[config.mk]
export PLATFORM = sky130hd
export DESIGN_NAME = dmem_arbiter
export DESIGN_NICKNAME = d
export VERILOG_FILES = /design/src/rtl/dmem_pkg.sv /design/src/rtl/dmem_arbiter.sv
export SDC_FILE = /design/constraint.sdc
export NUM_CORES = 1
export LEC_CHECK = 0
export ABC_AREA = 1
export BUFFER_PORTS_ARGS = -buffer_cell sky130_fd_sc_hd__buf_4
export CAP_MARGIN = 20
export CORE_UTILIZATION = 44
export CTS_BUF_LIST = sky130_fd_sc_hd__clkbuf_4
export DETAILED_ROUTE_END_ITERATION = 12
export HOLD_SLACK_MARGIN = 0.12
export MAX_ROUTING_LAYER = met4
export PLACE_DENSITY_LB_ADDON = 0.25
export SETUP_SLACK_MARGIN = 0.05
export SYNTH_ARGS = -nofsm -noshare
export SYNTH_HDL_FRONTEND = slang
export SYNTH_SLANG_ARGS = --single-unit
export TNS_END_PERCENT = 50
[constraint.sdc]
create_clock -name clk -period 3.3 [get_ports clk]
set_clock_uncertainty 0.1 [all_clocks]
set_input_delay 0.495 -clock clk [delete_from_list [all_inputs] [get_ports clk]]
set_output_delay 0.495 -clock clk [all_outputs]
set_load 0.01 [all_outputs]
[src/rtl/dmem_pkg.sv]
// dmem_pkg: shared data-memory widths and arbiter state encoding
package dmem_pkg;
  localparam int ADDR_W = 3;
  localparam int DATA_W = 8;
  typedef enum logic {IDLE = 1'b0, ACK = 1'b1} arb_state_t;
endpackage

[src/rtl/dmem_arbiter.sv]
// dmem_arbiter: shares dmem between the core (zero-latency owner) and a debug req/ack port
module dmem_arbiter #(
  parameter int ADDR_W = dmem_pkg::ADDR_W,
  parameter int DATA_W = dmem_pkg::DATA_W,
  parameter int MAX_WAIT = 4
) (
  input  logic              clk,
  input  logic              reset,
  input  logic              cpu_req,
  input  logic              cpu_we,
  input  logic [ADDR_W-1:0] cpu_adr,
  input  logic [DATA_W-1:0] cpu_wd,
  output logic [DATA_W-1:0] cpu_rd,
  output logic              cpu_stall,
  input  logic              dbg_req,
  input  logic              dbg_we,
  input  logic [ADDR_W-1:0] dbg_adr,
  input  logic [DATA_W-1:0] dbg_wd,
  output logic [DATA_W-1:0] dbg_rd,
  output logic              dbg_ack,
  output logic [ADDR_W-1:0] mem_adr,
  output logic              mem_we,
  output logic [DATA_W-1:0] mem_wd,
  input  logic [DATA_W-1:0] mem_rd
);
  import dmem_pkg::*;
  arb_state_t state;
  logic [2:0] wait_cnt;
  logic dbg_grant, starved;
  assign starved = wait_cnt == 3'(MAX_WAIT);
  assign dbg_grant = state == IDLE && dbg_req && (!cpu_req || starved);
  assign mem_adr = dbg_grant ? dbg_adr : cpu_adr;
  assign mem_wd = dbg_grant ? dbg_wd : cpu_wd;
  assign mem_we = dbg_grant ? dbg_we : cpu_we & cpu_req;
  assign cpu_rd = mem_rd;
  assign cpu_stall = dbg_grant & cpu_req;
  // In IDLE without a grant and with dbg_req high, cpu_req must be high: that is a denied cycle.
  always_ff @(posedge clk or negedge reset)
    if (!reset) begin
      state <= IDLE;
      dbg_ack <= 1'b0;
      dbg_rd <= '0;
      wait_cnt <= '0;
    end else if (state == IDLE) begin
      if (dbg_grant) begin
        dbg_rd <= mem_rd;
        dbg_ack <= 1'b1;
        state <= ACK;
        wait_cnt <= '0;
      end else if (!dbg_req) wait_cnt <= '0;
      else if (!starved) wait_cnt <= wait_cnt + 3'd1;
    end else if (!dbg_req) begin
      dbg_ack <= 1'b0;
      state <= IDLE;
    end
endmodule

* Word level (Yosys, flattened, before mapping)
Cells that the tools add are included. W data, S select, Z words.
Storage, ports and cells: register bits 13, word-level logic and storage cells 31, output and inout port bits 30, input bits 36
Operators by class: bitwise operators 3, reductions and logical operators 8, $add $sub $neg 1, mux-type cells 12, eq/ne operators 3
Operators with widths (number):
- $mux W3 | 4
- $mux W8 | 1
- $mux W1 | 7
- $reduce_and A2 Y1 | 3
- $add A3 B1 Y3 const B | 1
- $eq A3 B3 Y1 const B | 1
- $ne A3 B3 Y1 const B | 1
- $and A1 B1 Y1 | 2
- $logic_and A1 B1 Y1 | 2
- $ne A2 B2 Y1 const B | 1
- $reduce_bool A2 Y1 | 1
- $logic_not A1 Y1 | 1
- $logic_or A1 B1 Y1 | 1
- $not A1 Y1 | 1

* Depth between registers and ports, before layout
word-level depth 5, gate-level depth with buffers 8, mapped depth without buffers 7

* Least setup slack after synthesis
OpenSTA, ideal clock, no wires.
path type register -> output, from register wait_cnt[0], to output cpu_stall, slack 1.596 ns, arrival time 1.109 ns, stages on the path, launching flop included 8, required time 2.705 ns, buffers on the path 1, cell sequence dfrtp_1 inv_1 ha_1 nand2_1 nand2_2 nand2_4 buf_8 nor2_1
On the way: word-level cells in the longest chain between the ends 4
RTL lines:
- from (decl) | RTL line dmem_arbiter.sv:28 | logic [2:0] wait_cnt;
- from (signal assigned) | RTL line dmem_arbiter.sv:51 | else if (!starved) wait_cnt <= wait_cnt + 3'd1;
- $eq A3 B3 Y1 | RTL line dmem_arbiter.sv:30 | assign starved = wait_cnt == 3'(MAX_WAIT);
- $logic_or A1 B1 Y1 | RTL line dmem_arbiter.sv:31 | assign dbg_grant = state == IDLE && dbg_req && (!cpu_req || starved);
- $logic_and A1 B1 Y1 | RTL line dmem_arbiter.sv:31
- $and A1 B1 Y1 | RTL line dmem_arbiter.sv:36 | assign cpu_stall = dbg_grant & cpu_req;
- to (decl) | RTL line dmem_arbiter.sv:14 | output logic cpu_stall,
No other way between the ends.

* Worst setup path in the final report
from register wait_cnt[0], to output mem_adr[2]
On the way: word-level cells in the longest chain between the ends 4
RTL lines:
- $eq A3 B3 Y1 | RTL line dmem_arbiter.sv:30
- $logic_or A1 B1 Y1 | RTL line dmem_arbiter.sv:31
- $logic_and A1 B1 Y1 | RTL line dmem_arbiter.sv:31
- $mux W3 | RTL line dmem_arbiter.sv:32 | assign mem_adr = dbg_grant ? dbg_adr : cpu_adr;
- to (decl) | RTL line dmem_arbiter.sv:21 | output logic [ADDR_W-1:0] mem_adr,
No other way between the ends.

==> results.yml <==
run_status:
  status: "complete, no violations"
power:
  power_density_nw_per_um2: 374.7
  intPower_uw: 327.0
  pwr-share-comb_pct: 38.5
  seq_power_share_pct: 41.4
  clkPwrFrac_pct: 20.1
  ir_drop_mv: 0.2660
  p_leak_nw: 0.7836
  swShare_pct: 32.92
  p_switching_uw: 160.5
sta:
  period_needed_ns: 2.440
  report.final.hold_viol_count: 0
  fin_crit_sh_pct: 73.93
  relSlewSlack_pct: 72.61
  tightest_slew_ns: 0.4094
  whs_ns: 0.3368
  setup_tns_ns: 0
  setup_viol: 0
  rsz0062_at_grt: "false"
  final_max_slew_viol_count: 0
  timing.fmax_mhz: 409.9
critical_path:
  cp_max_fo: 23
  crit_top_cell: "nand2_1"
  cp_slowest_cell: "dfrtp_1"
  crit_type: "flip-flop to output port"
  end_kind: "output port"
  worst_path_largest_cell_delay_ns: 0.40
  crit_chain: "inv_1, ha_1, nand2_1, nand2_2, nand2_4, nand2_1, nand2_1, buf_4"
  start_kind: "flip-flop"
  cp.arrival_ns: 1.84
  required_ns: 2.70
synthesis:
  synth_cell_types: 14
  syn-instance-count: 119
  syn_nets: 157
  synth_top_area_cell: "dfrtp_1"
  synth.area.top_cells: "dfrtp_1 38%, nand2_1 21%, nand3_1 12%, buf_4 8.8%, nand2_2 6.6%"
  seq_area_frac_synth_pct: 38.01
  yosysWarningCount: 0
  avgSynthCellArea_um2: 7.192
  synth_area_um2: 855.8
  synth.top_cell.area_share_pct: 38.01
  ys_ff_latch: 13
clocking:
  cts_num_sinks: 13
  clk_pin_slew_worst_paths_ns: 0.08
  root_buffer: "clkbuf_4"
  cts_buffers: 3
  clockBufferDepth: 2
  cts_tree: "yes"
  clock_latency_ns: 0.28
  post_cts_resize_count: 0
  h-tree-depth: 1
layout:
  nFillCells: 155
  final_layout_size_suffix_gt1_share_pct: 46.29
  final_cell_mix: "65 x buf_4, 48 x nand2_1, 20 x nand3_1, 13 x dfrtp_1, 9 x nand2_2"
  final_nets: 214
  layout_commonest_cell: "buf_4"
  layoutNonFillerInstCount: 200
  n_antenna_cell: 0
  seq_area_um2: 325.3
  multi_input_area_um2: 392.9
  area_delta_synth_final_pct: 52.05
die:
  rows: 15
  die_area_um2: 2125
  die_w_um: 46.10
  core_um2: 1783
  die_y_um: 46.10
  ios: 66
  start_util_pct: 48.00
place:
  gp_congestion: 0.7072
  post-dp-hpwl_um: 1710
  port-buffer-count: 65
  place_inst: 195
job:
  maxCapViolCount: 0
global_routing:
  grt_pass1_wl_um: 3125
  grt_pass1_vias: 797
  grt_overflow_total: 0
  antenna_found_initial: 0
  grtUsageTotal_pct: 21.32
  grt_max_degree: 24
drt:
  drt-initial-drc-count: 7
  firstDrtPassIters: 4
  routedWlPerCell_um: 10.92
  wirelength_um: 2183
  drc: 0
  postRouteAntennaNets: 0
  num_vias: 918
  vias_per_cell: 4.590
hold_path:
  hp-class: "input pin to flip-flop"
[final timing paths]
path,depth (start not counted),end,from,slack (ns)
min in group asynchronous,2,dbg_rd[5],reset,0.51
min,3,state,dbg_req,0.34
min reg2reg,2,dbg_rd[3],dbg_rd[3],0.38
max,8,mem_adr[2],wait_cnt[0],0.86
max reg2reg,7,dbg_rd[0],wait_cnt[0],1.63
max in group asynchronous,2,dbg_rd[6],reset,2.43
[metrics by stage]
step / worst slack, ns / cell area (µm²) / util [%] / power, mW
after global routing: 0.6890 / 1301 / 72.98 / 0.5211
after floorplan: 1.596 / 855.8 / - / 0.2933
after global placement: 1.192 / 1264 / 70.88 / 0.3866
after CTS: 0.8420 / 1301 / 72.98 / 0.4931
after detailed placement: 1.154 / 1264 / 70.88 / 0.3937
final: 0.8605 / 1301 / 72.98 / 0.4876
[Yosys cell counts (all sizes together)]
library cell  count
buf              14
dfrtp            13
ha                2
inv               7
nand2            58
nand3            20
nor2              4
o21ai             1
[layer usage]
layer / part of all wire [%] / vias to the layer above / global-route usage (%) / wire, µm
met1: 37 / 395 / 20.15 / 815
met5: 0 / - / - / 0
li1: - / 475 / - / -
met4: 0.46 / 0 / 8.824 / 10
met2: 51 / 46 / 40.00 / 1104
met3: 12 / 2 / 5.490 / 252
[power by group through the flow]
| stage | clock (mW) | combinational (mW) | sequential (mW) |
|---|---|---|---|
| final | 0.0979 | 0.188 | 0.202 |
| after floorplan | 0 | 0.0808 | 0.213 |
| after CTS | 0.101 | 0.191 | 0.202 |
| after global placement | 0 | 0.184 | 0.203 |
| after detailed placement | 0 | 0.189 | 0.205 |
| after global routing | 0.108 | 0.208 | 0.206 |
[flip-flops by register name (all words and copies together) (netlist names)]
name	count
dbg_ack	1
state	1
wait_cnt	3
dbg_rd	8
[worst max-delay path: cells and delay by family (launching register included)]
kind	cells	cell delay, ns
simple gates	5	0.80
flops	1	0.40
buf+inv	2	0.22
fa+ha+maj	1	0.14
[cell type report]
| type | instances | area share (%) |
|---|---|---|
| multi-input cells | 85 | 30.19 |
| well taps | 25 | 2.404 |
| clock buffers | 3 | 1.731 |
| clock inverters | 1 | 0.3846 |
| repair buffers | 66 | 38.27 |
| flip-flops and latches | 13 | 25.00 |
| inverters | 7 | 2.019 |
[cells by family (layout without fill, tap and decap cells)]
group | count (synthesis) | in the layout | synth area share, %
flip-flops | 13 | 13 | 38.01
AND/OR/NAND/NOR | 82 | 82 | 42.40
adder cells (fa/ha/maj) | 2 | 2 | 2.924
AO/OA/AOI/OAI | 1 | 1 | 0.5842
buffers and inverters | 21 | 77 | 16.08
[timing repair]
item | 4_1_cts | 5_1_grt
hold endpoints to repair | 13 | 0
setup buffers | 0 | 0
hold buffers | 1 | 0
Power figures use the tool's default switching activity.
